<file path="src/rtl/jk_cmd_driver.sv">
// Command stage for a downstream jk_ff: queues hold/reset/set/toggle requests and
// drives registered j/k for rep+1 cycles each. Optional q_in checker: JK_DRV_CHECK_EN.
module jk_cmd_driver #(
  parameter int DEPTH = 4,
  parameter int REP_W = 4
) (
  input  logic             clk,
  input  logic             rst,
  input  logic             cmd_valid,
  output logic             cmd_ready,
  input  logic [1:0]       cmd_op,
  input  logic [REP_W-1:0] cmd_rep,
  output logic             j,
  output logic             k,
  output logic             busy,
  output logic             q_model,
  input  logic             q_in,
  output logic             mismatch
);

  // state   | meaning
  // S_IDLE  | nothing driven, waiting for the FIFO to hold an entry
  // S_DRIVE | j/k held for the loaded command while r_cnt counts down
  typedef enum logic {
    S_IDLE  = 1'b0,
    S_DRIVE = 1'b1
  } state_t;

  localparam int AW    = $clog2(DEPTH);
  localparam int OCC_W = AW + 1;
  localparam int ENT_W = 2 + REP_W;

  logic [ENT_W-1:0] r_mem [DEPTH];
  logic [AW-1:0]    r_wr_ptr;
  logic [AW-1:0]    r_rd_ptr;
  logic [OCC_W-1:0] r_occ;

  state_t           r_state;
  logic [REP_W-1:0] r_cnt;
  logic             r_j;
  logic             r_k;
  logic             r_q_model;
  logic             r_mismatch;

  state_t           w_state_nxt;
  logic [REP_W-1:0] w_cnt_nxt;
  logic             w_j_nxt;
  logic             w_k_nxt;
  logic             w_pop;
  logic             w_push;
  logic             w_nempty;
  logic [1:0]       w_head_op;
  logic [REP_W-1:0] w_head_rep;

  assign cmd_ready  = (r_occ != OCC_W'(DEPTH));
  assign w_push     = cmd_valid & cmd_ready;
  assign w_nempty   = (r_occ != '0);
  assign w_head_op  = r_mem[r_rd_ptr][ENT_W-1 -: 2];
  assign w_head_rep = r_mem[r_rd_ptr][REP_W-1:0];

  // Storage is not reset: an entry is only read after it has been written.
  always_ff @(posedge clk) begin
    if (w_push) begin
      r_mem[r_wr_ptr] <= {cmd_op, cmd_rep};
    end
  end

  always_ff @(posedge clk) begin
    if (rst) begin
      r_wr_ptr <= '0;
      r_rd_ptr <= '0;
      r_occ    <= '0;
    end else begin
      if (w_push) begin
        r_wr_ptr <= r_wr_ptr + AW'(1);
      end
      if (w_pop) begin
        r_rd_ptr <= r_rd_ptr + AW'(1);
      end
      case ({w_push, w_pop})
        2'b10:   r_occ <= r_occ + OCC_W'(1);
        2'b01:   r_occ <= r_occ - OCC_W'(1);
        default: r_occ <= r_occ;
      endcase
    end
  end

  always_comb begin
    w_state_nxt = r_state;
    w_cnt_nxt   = r_cnt;
    w_j_nxt     = r_j;
    w_k_nxt     = r_k;
    w_pop       = 1'b0;
    case (r_state)
      S_IDLE: begin
        if (w_nempty) begin
          w_pop              = 1'b1;
          {w_j_nxt, w_k_nxt} = w_head_op;
          w_cnt_nxt          = w_head_rep;
          w_state_nxt        = S_DRIVE;
        end else begin
          w_j_nxt = 1'b0;
          w_k_nxt = 1'b0;
        end
      end
      S_DRIVE: begin
        if (r_cnt != '0) begin
          w_cnt_nxt = r_cnt - REP_W'(1);
        end else if (w_nempty) begin
          // Chain straight into the next entry so there is no idle cycle.
          w_pop              = 1'b1;
          {w_j_nxt, w_k_nxt} = w_head_op;
          w_cnt_nxt          = w_head_rep;
        end else begin
          w_j_nxt     = 1'b0;
          w_k_nxt     = 1'b0;
          w_state_nxt = S_IDLE;
        end
      end
      default: begin
        w_j_nxt     = 1'b0;
        w_k_nxt     = 1'b0;
        w_state_nxt = S_IDLE;
      end
    endcase
  end

  always_ff @(posedge clk) begin
    if (rst) begin
      r_state <= S_IDLE;
      r_cnt   <= '0;
      r_j     <= 1'b0;
      r_k     <= 1'b0;
    end else begin
      r_state <= w_state_nxt;
      r_cnt   <= w_cnt_nxt;
      r_j     <= w_j_nxt;
      r_k     <= w_k_nxt;
    end
  end

  // Shadow of the flip-flop: it samples the same registered j/k on the same edge.
  always_ff @(posedge clk) begin
    if (rst) begin
      r_q_model <= 1'b0;
    end else begin
      case ({r_j, r_k})
        2'b01:   r_q_model <= 1'b0;
        2'b10:   r_q_model <= 1'b1;
        2'b11:   r_q_model <= ~r_q_model;
        default: r_q_model <= r_q_model;
      endcase
    end
  end

`ifdef JK_DRV_CHECK_EN
  always_ff @(posedge clk) begin
    if (rst) begin
      r_mismatch <= 1'b0;
    end else if (q_in != r_q_model) begin
      r_mismatch <= 1'b1;
    end
  end
`else
  logic w_unused_q_in;
  assign w_unused_q_in = q_in;
  assign r_mismatch    = 1'b0;
`endif

  assign j        = r_j;
  assign k        = r_k;
  assign q_model  = r_q_model;
  assign mismatch = r_mismatch;
  assign busy     = (r_state == S_DRIVE) | w_nempty;

endmodule

</file>
<file path="config.mk">
export PLATFORM = sky130hd
export DESIGN_NAME = jk_cmd_driver
export DESIGN_NICKNAME = d
export VERILOG_FILES = /design/src/rtl/jk_cmd_driver.sv
export SDC_FILE = /design/constraint.sdc
export NUM_CORES = 1
export LEC_CHECK = 0
export ABC_CLOCK_PERIOD_IN_PS = 2200
export CELL_PAD_IN_SITES_DETAIL_PLACEMENT = 1
export CELL_PAD_IN_SITES_GLOBAL_PLACEMENT = 1
export CORE_UTILIZATION = 38
export CTS_CLUSTER_SIZE = 16
export DETAILED_ROUTE_END_ITERATION = 10
export GPL_ROUTABILITY_DRIVEN = 1
export PLACE_DENSITY_LB_ADDON = 0.1
export SKIP_CTS_REPAIR_TIMING = 1
export SLEW_MARGIN = 40
export SYNTH_ARGS = -nofsm -noshare
export SYNTH_HDL_FRONTEND = slang
export SYNTH_SLANG_ARGS = --single-unit
</file>
<file path="constraint.sdc">
create_clock -name clk -period 2.2 [get_ports clk]
set_input_delay 0.66 -clock clk [delete_from_list [all_inputs] [get_ports clk]]
set_output_delay 0.66 -clock clk [all_outputs]
set_load 0.005 [all_outputs]
</file>
Yosys cells after proc, flatten, opt, wreduce, memory -nomap -nowiden. Memories as Yosys holds them, arrays and structs flattened. A register that Yosys moved wholly into a read port is not among the register bits. Index checks and enable logic that the tools add are counted.

Mux-type cells: 20. Bitwise gates (word level): 4. Add/sub/neg operators: 5. Reductions and logical operators: 4. Eq/ne operators: 7.

Operator list (number): $mux W1 (9); $mux W4 (2); $pmux W1 S2 (4); $pmux W4 S2 (1); $eq A2 B2 Y1 const B (3); $pmux W3 S2 (1); $reduce_bool A3 Y1 (2); $add A2 B1 Y2 const B (2); $eq A2 B1 Y1 const B (2); $mux W2 (2); $reduce_bool A4 Y1 (1); $sub A4 B1 Y4 const B (1); $add A3 B1 Y3 const B (1); $ne A3 B3 Y1 const B (1); $pmux W1 S3 (1); $sub A3 B1 Y3 const B (1); $ne A2 B2 Y1 const B (1); $not A1 Y1 (2); $reduce_bool A2 Y1 (1); $and A1 B1 Y1 (1); $or A1 B1 Y1 (1).

Bits in writable memories: 24. Memories: 1. Logic and storage cells: 49. Input bits: 10. Register bits after elaboration: 15. Output and inout bits: 6.

Memories: r_mem (words 4, bits a word 6, rd ports 1, clocked after memory_dff 1, wr ports 1, RTL line 33) `logic [ENT_W-1:0] r_mem [DEPTH];`.

Logic depth before layout (Yosys ltp).
Word-level depth: 6. Gate-level depth with buffers: 10. Gate-level depth less buffers: 10.

Least setup slack after synthesis. OpenSTA, ideal clock, no wires.

Kind: reg2reg. Start point: reg r_cnt[0]. End point: reg r_occ[2]. Stages on the path, launching flop included: 11. Clock period less this slack: 2.400 ns. Data arrival time: 2.330 ns. Setup time: 0.070 ns. Path slack: -0.200 ns. Data required time: 2.130 ns. Path buffers: 0. Cells stage by stage: dfxtp_1 > inv_1 > ha_1 > or3b_4 > a21oi_4 > ha_1 > inv_1 > fa_1 > xor2_1 > or3_1 > a21oi_1.

Cells in the longest elaborated chain, start to end: 5. Elaborated cells between the ends (all ways): 7. Classes of those cells: eq/ne: 2; mux: 3; reduce/logical: 2.

RTL lines: start: declaration (RTL line 39) `logic [REP_W-1:0] r_cnt;`; start signal: assignment (RTL line 136) `r_cnt <= w_cnt_nxt;`; $reduce_bool A4 Y1 * (RTL line 107) `if (r_cnt != '0) begin`; $mux W1 * (RTL line 107); $pmux W1 S2 * (RTL line 94) `case (r_state)`; named net w_pop (RTL line 49) `logic w_pop;`; $eq A2 B1 Y1 / $eq A2 B2 Y1 (equally long branches) (RTL line 80) `case ({w_push, w_pop})`; $pmux W3 S2 / $reduce_bool A2 Y1 (equally long branches); end signal: assignment (RTL line 81) `2'b10: r_occ <= r_occ + OCC_W'(1);`; end signal: assignment (RTL line 82) `2'b01: r_occ <= r_occ - OCC_W'(1);`; end signal: assignment (RTL line 83) `default: r_occ <= r_occ;`; end: declaration (RTL line 36) `logic [OCC_W-1:0] r_occ;`.

Mark *: on every way through the listed nets, which the timed path passes. The rest lies on a longest branch. A chain may end at the register's enable or synchronous reset.

Worst setup path after layout.
Start point: reg r_cnt[1]. End point: reg r_occ[2].

The elaborated chain is that of the path after synthesis.

==> metrics.txt <==
n_diodes=0; Layout Skew=0.00635 ns; most frequent cells in the layout=edfxtp_1, buf_4, dfxtp_1; die area=4930 um^2; gr ovfl total=0; area share of and/or/nand/nor cells after synthesis=12.4%; Row Count=24; Fillers=447; commonest non-fill, non-tap cell in the layout=edfxtp_1; mux cell area share after synthesis=8.85%; synthesis-to-layout area growth=25.1%; cell-internal power=1.86 mW; overall routing resource usage=15.2%; part of the power in registers=39.9%; crit path capture type=register; failing checks=setup timing; DR iter-0 viols=51; ys async rst share=0%; Post-DP HPWL=2420 um; mapped cell area=1770 um^2; critical path data arrival time=2.53 ns; clk sinks=41; fin util=50.1%; worst skew pair latency=0.29 ns; top cells by area, synth=edfxtp_1, dfxtp_1, mux4_2; Max clock buf depth=2; YS warnings=0; fin crit period=2.30 ns; die height=70.2 um; Top FF cell, synth=edfxtp_1; share of the clock period used by the worst path=105%; pwr dens=1210 nW/um^2; Fmax=435 MHz; Inst Count DP=207; Port-buffer cells=13; non-filler cells, final=216; Initial Util=40.1%; Final Hold Viols=0; Synth Area per Inst=13.6 um^2; clock slew at reported path FFs=0.08 ns; Clock power frac=22.8%; Seq cells post-synth=41; Ports=16; post-synthesis xor/xnor area fraction=2.48%; sequential area share after synthesis=60.0%; Comb power frac=37.3%; first-pass GRT wire length=5580 um; Post-Route Setup TNS=-0.181 ns; Yosys top cell by area=edfxtp_1; H-tree depth=2; CTS tree=yes; Worst Path Required=2.43 ns; DR vias=1,081; Place WS=-0.345 ns; Root Buffer=clkbuf_8; CP Launch Type=register; share of the synthesized area in the top cell type=40.8%; status=complete, but fails checks; DR vias/cell=5.00; Hold WC Path Type=register to register; MaxCap Viol Count=0; switching pwr=0.829 mW; vias in the first global route=1,124; RSZ-0062 raised after global routing=yes; layout cells sized above 1=29.3%; Residual DRC=0; Final nets=181; Post-synth EDFFs=24; initial antenna violation count=0; Final Max Tran Viols=0; switching portion of total power=30.9%; core footprint=4410 um^2; WL/cell=15.0 um; worst vdd ir=543 uV; worst setup margin=-0.101 ns; maximum fanout along the worst path=2; CTS Buf Count=5; complex-gate fraction of the synthesized area=6.37%; kind of critical path=register to register; leakage power figure=0.804 nW; largest net degree at the start of global routing=15; GP Congestion=0.720; Post-Route WL=3250 um; Post-Synth Adder-Cell Area=6.09%; largest family of logic cells by synthesized area=simple AND/OR/NAND/NOR gates; setup violators final=2; Post-Syn Nets=148; die width=70.2 um; synthesized instance count=130; distinct cell type count of the synthesized netlist=37; antenna viol nets, final=0; drt first pass iters=4
-- cells by family after synthesis --
kind of cell,Yosys count
flops,41
simple gates,37
xor+xnor,5
mux,8
fa+ha+maj,8
other cells,1
buf+inv,14
compound gates,16
-- Yosys cell counts (2+ instances only) --
master and number:
dfxtp_1 17, a22oi_1 2, inv_1 10, o21ai_0 3, nand2_1 7, nor3b_1 3, xnor2_1 3, nor2b_1 2
edfxtp_1 24, nor2_1 10, xor2_1 2, clkbuf_1 2, mux4_2 6, and3_1 4, or3b_4 2, a211oi_1 2
ha_1 7, a21oi_1 5
-- power by group through the flow --
stage / Clock [mW] / Combinational [mW] / Sequential, mW
after floorplan: 0 / 0.633 / 1.07
after global placement: 0 / 0.956 / 1.08
after CTS: 0.627 / 1.00 / 1.07
final: 0.613 / 1.00 / 1.07
after detailed placement: 0 / 0.996 / 1.09
after global routing: 0.659 / 1.12 / 1.10
-- metrics by stage --
step	cell area [um^2]	total power, mW	hold WS (ns)
detailed placement	2080	2.08	0.517
finish	2210	2.69	0.529
global placement	2080	2.04	0.496
floorplan	1790	1.71	0.469
CTS	2190	2.70	0.534
global route	2210	2.87	0.560
-- state kept, by name (all words and copies together), names as in the netlist, named ones only --
signal and count:
r_mem 24, r_cnt 4, r_occ 3, r_rd_ptr 2, r_wr_ptr 2, j 1
k 1, q_model 1, r_state 1
-- final timing paths --
| path | slack [ns] | end | depth (start not counted) | startpoint |
|---|---|---|---|---|
| hold / removal | 0.53 | q_model | 2 | q_model |
| setup / recovery | -0.10 | r_occ[2] | 10 | r_cnt[1] |
| hold reg to reg | 0.53 | q_model | 2 | q_model |
| setup reg to reg | -0.10 | r_occ[2] | 10 | r_cnt[1] |
-- worst max-delay path: stages, from the launching register on --
cell     delay [ns]
dfxtp_2        0.33
inv_2          0.07
ha_4           0.13
or3b_4         0.39
a21oi_4        0.18
ha_4           0.16
inv_2          0.04
fa_2           0.34
xor2_1         0.15
or3_1          0.30
a21oi_1        0.13
-- layout make-up --
class	count	area (um^2)	area share [%]
clock inverters	3	46.3	2.09
multi-input cells	75	671	30.3
flip-flops and latches	41	1060	48.1
repair buffers	30	260	11.8
clock buffers	5	68.8	3.11
well taps	52	65.1	2.94
inverters	10	37.5	1.70
-- layer usage --
metal / share of wire [%] / GRT usage, %
met3: 3.7 / 4.91
met1: 45 / 19.0
met5: 0 / 0
met4: 1.5 / 5.33
met2: 50 / 24.8
No activity file was read; power rests on OpenSTA's default activity.
